**src/rtl/keypad_scanner_if.sv**
```systemverilog
// rtl/keypad_scanner_if.sv - keypad matrix and decoded-digit signal bundle
//
// Groups the keypad matrix lines and the decoded key outputs.
//   rows      : row strobes, active-low one-hot (scanner -> keypad)
//   cols      : column returns, active-low, asynchronous (keypad -> scanner)
//   clr       : synchronous clear of the digit register
//   key_valid : one-cycle pulse per accepted key press
//   key_code  : hex code of the last accepted key
//   digits    : last four accepted codes, newest in [3:0]
// The master modport is the scanner side; slave is the keypad/consumer side.
interface keypad_scanner_if;
   logic [3:0]  rows;
   logic [3:0]  cols;
   logic        clr;
   logic        key_valid;
   logic [3:0]  key_code;
   logic [15:0] digits;

   modport master (
      output rows, key_valid, key_code, digits,
      input  cols, clr
   );

   modport slave (
      input  rows, key_valid, key_code, digits,
      output cols, clr
   );
endinterface

```
**src/rtl/keypad_scanner.sv**
```systemverilog
// rtl/keypad_scanner.sv - 4x4 matrix keypad scanner with scan-level debounce
//
// Drives one keypad row low per row period, samples the synchronized column
// lines once per row, and reduces each full scan to a single result (the
// lowest-index pressed key, or none). Results are debounced over whole
// scans; accepted codes are shifted into a 16-bit, four-digit register.
//   clk   : system clock
//   rst_n : asynchronous active-low reset
//   kp    : keypad_scanner_if.master (rows, cols, clr, key_valid,
//           key_code, digits)
module keypad_scanner #(
   parameter int SCAN_DIV = 4096,  // clk cycles per row period, >= 4
   parameter int DEBOUNCE = 4      // matching scans to accept/release, >= 1
) (
   input  logic             clk,
   input  logic             rst_n,
   keypad_scanner_if.master kp
);

   localparam int DW = $clog2(SCAN_DIV);
   localparam int CW = $clog2(DEBOUNCE + 1);
   localparam logic [DW-1:0] DIV_LAST = DW'(SCAN_DIV - 1);
   localparam logic [CW-1:0] DEB_N    = CW'(DEBOUNCE);

   typedef enum logic [1:0] {S_IDLE, S_DEB, S_HELD} state_t;

   logic [3:0]    cols_s1, cols_s2;
   logic [DW-1:0] div;
   logic [1:0]    row_idx;
   logic          sample, scan_end;

   // best hit found in the rows already sampled during the current scan
   logic          acc_hit;
   logic [3:0]    acc_code;
   logic          row_hit, res_hit;
   logic [3:0]    row_code, res_code;

   state_t        state, state_n;
   logic [3:0]    cand, cand_n;
   logic [CW-1:0] cnt, cnt_n, rel, rel_n;
   logic          accept;
   logic          key_valid_q;
   logic [3:0]    key_code_q, key_code_n;
   logic [15:0]   digits_q, digits_n;

   function automatic logic [3:0] key_map(input logic [1:0] r, input logic [1:0] c);
      case ({r, c})
         4'd0:  key_map = 4'h1;
         4'd1:  key_map = 4'h2;
         4'd2:  key_map = 4'h3;
         4'd3:  key_map = 4'hA;
         4'd4:  key_map = 4'h4;
         4'd5:  key_map = 4'h5;
         4'd6:  key_map = 4'h6;
         4'd7:  key_map = 4'hB;
         4'd8:  key_map = 4'h7;
         4'd9:  key_map = 4'h8;
         4'd10: key_map = 4'h9;
         4'd11: key_map = 4'hC;
         4'd12: key_map = 4'hE;
         4'd13: key_map = 4'h0;
         4'd14: key_map = 4'hF;
         default: key_map = 4'hD;
      endcase
   endfunction

   assign sample   = (div == DIV_LAST);
   assign scan_end = sample && (row_idx == 2'd3);

   // Lowest column in the driven row wins; iterate downward so it is written last.
   always_comb begin
      row_hit  = 1'b0;
      row_code = 4'h0;
      for (int c = 3; c >= 0; c--) begin
         if (!cols_s2[c]) begin
            row_hit  = 1'b1;
            row_code = key_map(row_idx, 2'(c));
         end
      end
   end

   // Earlier rows take priority over the row being sampled now.
   always_comb begin
      res_hit  = row_hit;
      res_code = row_code;
      if (row_idx != 2'd0 && acc_hit) begin
         res_hit  = 1'b1;
         res_code = acc_code;
      end
   end

   always_ff @(posedge clk or negedge rst_n) begin
      if (!rst_n) begin
         cols_s1  <= 4'hF;
         cols_s2  <= 4'hF;
         div      <= '0;
         row_idx  <= 2'd0;
         acc_hit  <= 1'b0;
         acc_code <= 4'h0;
      end else begin
         cols_s1 <= kp.cols;
         cols_s2 <= cols_s1;
         if (sample) begin
            div      <= '0;
            row_idx  <= row_idx + 2'd1;
            acc_hit  <= res_hit;
            acc_code <= res_code;
         end else begin
            div <= div + DW'(1);
         end
      end
   end

   // FSM state register, also holding the accept-side registers
   always_ff @(posedge clk or negedge rst_n) begin
      if (!rst_n) begin
         state       <= S_IDLE;
         cand        <= 4'h0;
         cnt         <= '0;
         rel         <= '0;
         key_valid_q <= 1'b0;
         key_code_q  <= 4'h0;
         digits_q    <= 16'h0000;
      end else begin
         state       <= state_n;
         cand        <= cand_n;
         cnt         <= cnt_n;
         rel         <= rel_n;
         key_valid_q <= accept;
         key_code_q  <= key_code_n;
         digits_q    <= digits_n;
      end
   end

   // FSM next state; the debounce decision is only taken at scan end
   always_comb begin
      state_n = state;
      cand_n  = cand;
      cnt_n   = cnt;
      rel_n   = rel;
      accept  = 1'b0;
      if (scan_end) begin
         case (state)
            S_IDLE: begin
               if (res_hit) begin
                  cand_n = res_code;
                  if (DEBOUNCE == 1) begin
                     accept  = 1'b1;
                     state_n = S_HELD;
                     cnt_n   = '0;
                     rel_n   = '0;
                  end else begin
                     cnt_n   = CW'(1);
                     state_n = S_DEB;
                  end
               end
            end
            S_DEB: begin
               if (res_hit && res_code == cand) begin
                  if ((cnt + CW'(1)) == DEB_N) begin
                     accept  = 1'b1;
                     state_n = S_HELD;
                     cnt_n   = '0;
                     rel_n   = '0;
                  end else begin
                     cnt_n = cnt + CW'(1);
                  end
               end else begin
                  // a different key is dropped, not adopted as the new candidate
                  state_n = S_IDLE;
                  cnt_n   = '0;
               end
            end
            S_HELD: begin
               if (!res_hit) begin
                  if ((rel + CW'(1)) == DEB_N) begin
                     state_n = S_IDLE;
                     rel_n   = '0;
                  end else begin
                     rel_n = rel + CW'(1);
                  end
               end else begin
                  rel_n = '0;
               end
            end
            default: state_n = S_IDLE;
         endcase
      end
   end

   // Digit register update; a clear coinciding with an accept keeps the new digit.
   always_comb begin
      key_code_n = key_code_q;
      digits_n   = digits_q;
      if (accept) begin
         key_code_n = cand_n;
         digits_n   = kp.clr ? {12'h000, cand_n} : {digits_q[11:0], cand_n};
      end else if (kp.clr) begin
         digits_n = 16'h0000;
      end
   end

   // FSM outputs
   always_comb begin
      kp.rows      = ~(4'b0001 << row_idx);
      kp.key_valid = key_valid_q;
      kp.key_code  = key_code_q;
      kp.digits    = digits_q;
   end

endmodule

```
**src/flat_wrapper.sv**
```systemverilog
// flat-port wrapper written by rule: the top's interface ports become plain ports
module keypad_scanner_flat 
#(
   parameter int SCAN_DIV = 4096,                                    
   parameter int DEBOUNCE = 4                                               
)
  (clk, rst_n, kp_rows, kp_key_valid, kp_key_code, kp_digits, kp_cols, kp_clr);
  keypad_scanner_if kp_i ();
  input  logic clk;
  input  logic rst_n;
  output wire logic [$bits(kp_i.rows)-1:0] kp_rows;
  output wire logic [$bits(kp_i.key_valid)-1:0] kp_key_valid;
  output wire logic [$bits(kp_i.key_code)-1:0] kp_key_code;
  output wire logic [$bits(kp_i.digits)-1:0] kp_digits;
  input wire logic [$bits(kp_i.cols)-1:0] kp_cols;
  input wire logic [$bits(kp_i.clr)-1:0] kp_clr;
  assign kp_rows = kp_i.rows;
  assign kp_key_valid = kp_i.key_valid;
  assign kp_key_code = kp_i.key_code;
  assign kp_digits = kp_i.digits;
  assign kp_i.cols = kp_cols;
  assign kp_i.clr = kp_clr;
  keypad_scanner #(.SCAN_DIV(SCAN_DIV), .DEBOUNCE(DEBOUNCE)) u_core (.clk(clk), .rst_n(rst_n), .kp(kp_i));
endmodule
```
**config.mk**
```make
export PLATFORM = sky130hd
export DESIGN_NAME = keypad_scanner_flat
export DESIGN_NICKNAME = d
export VERILOG_FILES = /design/src/rtl/keypad_scanner_if.sv /design/src/rtl/keypad_scanner.sv /design/src/flat_wrapper.sv
export SDC_FILE = /design/constraint.sdc
export NUM_CORES = 1
export LEC_CHECK = 0
export ABC_AREA = 1
export CORE_UTILIZATION = 60
export CTS_BUF_LIST = sky130_fd_sc_hd__clkbuf_4
export CTS_CLUSTER_DIAMETER = 40
export DETAILED_ROUTE_END_ITERATION = 7
export DONT_BUFFER_PORTS = 1
export PLACE_DENSITY = 0.76
export SETUP_SLACK_MARGIN = 0.2
export SLEW_MARGIN = 20
export SYNTH_ARGS = -nofsm -noshare
export SYNTH_HDL_FRONTEND = slang
export SYNTH_SLANG_ARGS = --single-unit
```
**constraint.sdc**
```tcl
create_clock -name clk -period 2.6 [get_ports clk]
set_clock_uncertainty 0.1 [all_clocks]
set_input_delay 0.52 -clock clk [delete_from_list [all_inputs] [get_ports clk]]
set_output_delay 0.52 -clock clk [all_outputs]
set_load 0.01 [all_outputs]
```
==> results.toml <==
[clock_network]
clockBufferDepth = 2
clk_pin_slew_ns = 0.10
cts_root_buf = "clkbuf_4"
h-tree-depth = 3
clk_latency_ns = 0.40
tritoncts = "done"
cts_buffers = 9
cts_sinks = 60

[place]
placed_area_sq_um = 3180
dp_slack_ns = 0.144
dp_hpwl_um = 3910
gp_congestion = 0.888
port_buffers = 0

[global_routing]
grt_overflow = 0
grt.busiest_layer = "met2"
met3_usage_pct = 7.99
grt.met2_usage_pct = 39.6
grtUsageTotal_pct = 24.6
grt_util_met1_pct = 32.0
grt_antenna_before_repair = 0
grt_start_max_net_pins = 61
grt_pass1_vias = 2263
grt_pass1_wl_um = 9980

[sta]
setup_viol = 0
fin_crit_sh_pct = 92.0
maxSlewViolCount = 0
max_slew.worst_pin.slew_ns = 0.692
setup_ws_ns = 0.207
rsz0062_at_grt = "yes"
hold_ws_ns = 0.183
max_freq_mhz = 418
fin_setup_tns_ns = 0
hold_viol_final = 0
slew-limit-headroom_pct = 53.6
min_period_ns = 2.39

[route]
wl_um = 6300
drc = 0
drt_first_pass_iters = 4
drtIter0Drc = 185
num_vias = 2447
routed_via_density = 5.23
wire_per_inst_um = 13.5
ant_nets = 0

[die]
start_util_pct = 64.1
die_w_um = 74.0
placeableCoreArea_sq_um = 4850
die_area_sq_um = 5470
rows = 25
die_y_um = 74.0
io_pins = 32

[synth]
synthCells = 369
ys.flop_type = "dfrtp_1"
ys_async_sr_fraction_pct = 100
synth-seq-cells = 60
synth_area_sq_um = 3110
synth.avg_cell_area_sq_um = 8.42
syn_nets = 392
synth_edf_count = 0
yosys_warnings = 0
seq_area_frac_synth_pct = 48.7
synth.distinct_cells = 31

[worst_setup_path]
cp.required_ns = 2.83
worst_path_most_repeated_cell = "nand2_2"
cp_slowest_cell = "dfrtp_2"
crit_arrival_ns = 2.63
cpPeakStageDelay_ns = 0.50
timing.critical_path.buf_inv = 2
cp_top_family = "simple AND/OR/NAND/NOR gates"
worstSetupStartpointType = "register"
worstSetupPathType = "register to register"
end_kind = "register"
path_cells = "inv_4, ha_4, nor2_4, buf_4, nor2_1, nor2_1, nand2_2, nand2_2, nand2_2, nand2_2, nor2_4, nand3_4, nor2_4, nand3_1, nand2_1"
cp_max_fo = 8

[power]
comb_power_share_pct = 4.7
intPower_uw = 1370
power.leakage_uw = 0.00185
sw_frac_of_total_pct = 22.7
p_sw_uw = 400
ir_worst_vdd_v = 0.000491
power_density_nw_per_um2 = 484
seqPwrFrac_pct = 53.8
p_clk_share_pct = 41.5

[layout]
drive_gt1_share_pct = 23.4
fin_nets = 419
finalInstanceArea_sq_um = 3650
nFillCells = 380
antenna_cells = 0
area_growth_syn_to_layout_pct = 17.4

[flow_run]
timing.max_cap.violations = 0

[min_path]
hp-class = "input port to register"

[run_status]
status = "finished clean"
-- power by group through the flow --
stage	Combinational, uW	Clock [uW]	Sequential (uW)
CTS	72.3	748	950
global placement	41.8	0	968
detailed placement	42.4	0	968
global route	93.6	797	951
finish	82.8	734	950
floorplan	37.2	0	966
-- Yosys cell counts, types with 2 or more instances --
cell type,n,area (sq um)
buf_2,2,10.0
ha_1,16,200
xor2_1,6,52.6
nand3b_1,2,15.0
dfstp_2,8,210
a31oi_1,3,18.8
nor2_4,4,45.0
nor2_1,34,128
or2_1,2,12.5
nand4_1,4,25.0
o21ai_0,11,55.1
nor2_2,2,12.5
dfrtp_1,52,1300
inv_1,46,173
nand2_1,103,387
nand3_2,2,20.0
nand2_2,4,25.0
inv_2,6,22.5
nor3b_1,2,15.0
nand3_1,40,200
xnor2_1,3,26.3
nand3_4,2,35.0
a21oi_1,7,35.0
-- what timing repair did --
item | in CTS | in global routing
hold buffers | 6 | 0
hold endpoints to repair | 64 | 0
buffers inserted | 1 | 9
cloned | 2 | 0
pin swaps | 3 | 16
endpoints found under the setup margin | 23 | 28
resized for setup | 5 | 36
-- worst paths after layout --
check / startpoint / end / slack (ns) / cells after the start
min in group asynchronous: rst_n / u_core.div[6]$_DFF_PN0_ / 0.53 / 2
worst min register to register: u_core.cols_s1[2]$_DFF_PN1_ / u_core.cols_s2[2]$_DFF_PN1_ / 0.27 / 0
worst min-delay path: kp_clr / u_core.kp.digits[15]$_DFFE_PN0P_ / 0.18 / 3
max in group asynchronous: rst_n / u_core.cols_s2[0]$_DFF_PN1_ / 1.55 / 2
worst max register to register: u_core.row_idx[0]$_DFFE_PN0N_ / u_core.kp.digits[8]$_DFFE_PN0P_ / 0.21 / 15
worst max-delay path: u_core.row_idx[0]$_DFFE_PN0N_ / u_core.kp.digits[8]$_DFFE_PN0P_ / 0.21 / 15
-- metal layers --
metal / vias to the layer above / share of wire (%)
met5: - / 0
li1: 1212 / -
met4: 0 / 1.4
met1: 1178 / 46
met2: 49 / 49
met3: 8 / 3.5
-- state kept, by name, summed over array words and instances (netlist names) --
| name | count |
|---|---|
| u_core.rel | 3 |
| u_core.row_idx | 2 |
| u_core.cols_s1 | 4 |
| u_core.cols_s2 | 4 |
| u_core.cand | 4 |
| u_core.state | 2 |
| u_core.div | 12 |
| u_core.acc_hit | 1 |
| u_core.cnt | 3 |
| u_core.kp.key_code | 4 |
| u_core.acc_code | 4 |
| u_core.kp.key_valid | 1 |
| u_core.kp.digits | 16 |
-- kinds of logic after synthesis --
logic type,after synthesis,share of synthesized area (%)
xor gates and xnor gates,9,2.54
DFF,60,48.7
AOI/OAI and AO/OA,21,3.50
and+or+nand+nor,204,31.1
buffers and inverters,59,7.73
adders and majority gates,16,6.44
-- through the flow --
stage               util (%)  total power, uW  instances
floorplan                  -             1000        369
global placement        65.5             1010        434
detailed placement      65.5             1010        434
CTS                     71.3             1770        459
global route            75.2             1840        468
finish                  75.2             1770        468
-- cell type report --
class | instances | area (sq um) | share of cell area [%]
sequential | 60 | 1510 | 41.5
tap | 67 | 83.8 | 2.30
clock inverter | 6 | 78.8 | 2.16
clock buffer | 10 | 75.1 | 2.06
inverter | 54 | 209 | 5.73
multi-input combinational | 252 | 1500 | 41.2
timing repair buffer | 19 | 183 | 5.01
-- cell usage in the layout (no fill, tap or decap), types with 2 or more instances in the layout --
cell type	instances
ha_4	4
nand2_1	89
buf_4	11
ha_1	11
o21ai_0	11
dfrtp_1	50
nand4_1	4
dfstp_2	8
nor2_4	8
xnor2_1	3
nand3_2	6
a31oi_1	3
nand3b_1	2
or2_4	2
dlygate4sd3_1	5
inv_1	43
buf_6	2
bufinv_16	2
inv_2	7
a21oi_1	7
nor2_1	33
nor3b_1	2
inv_4	2
xor2_1	6
nand3_4	2
clkbuf_4	10
clkinv_1	2
nand3_1	36
clkinv_2	4
nand2_2	18
dfrtp_2	2
-- tightest hold or removal path: stages --
cell and delay, ns:
nor2_1 0.04, nand2_1 0.05, nand2_1 0.05
No activity file was read; power rests on OpenSTA's default activity.
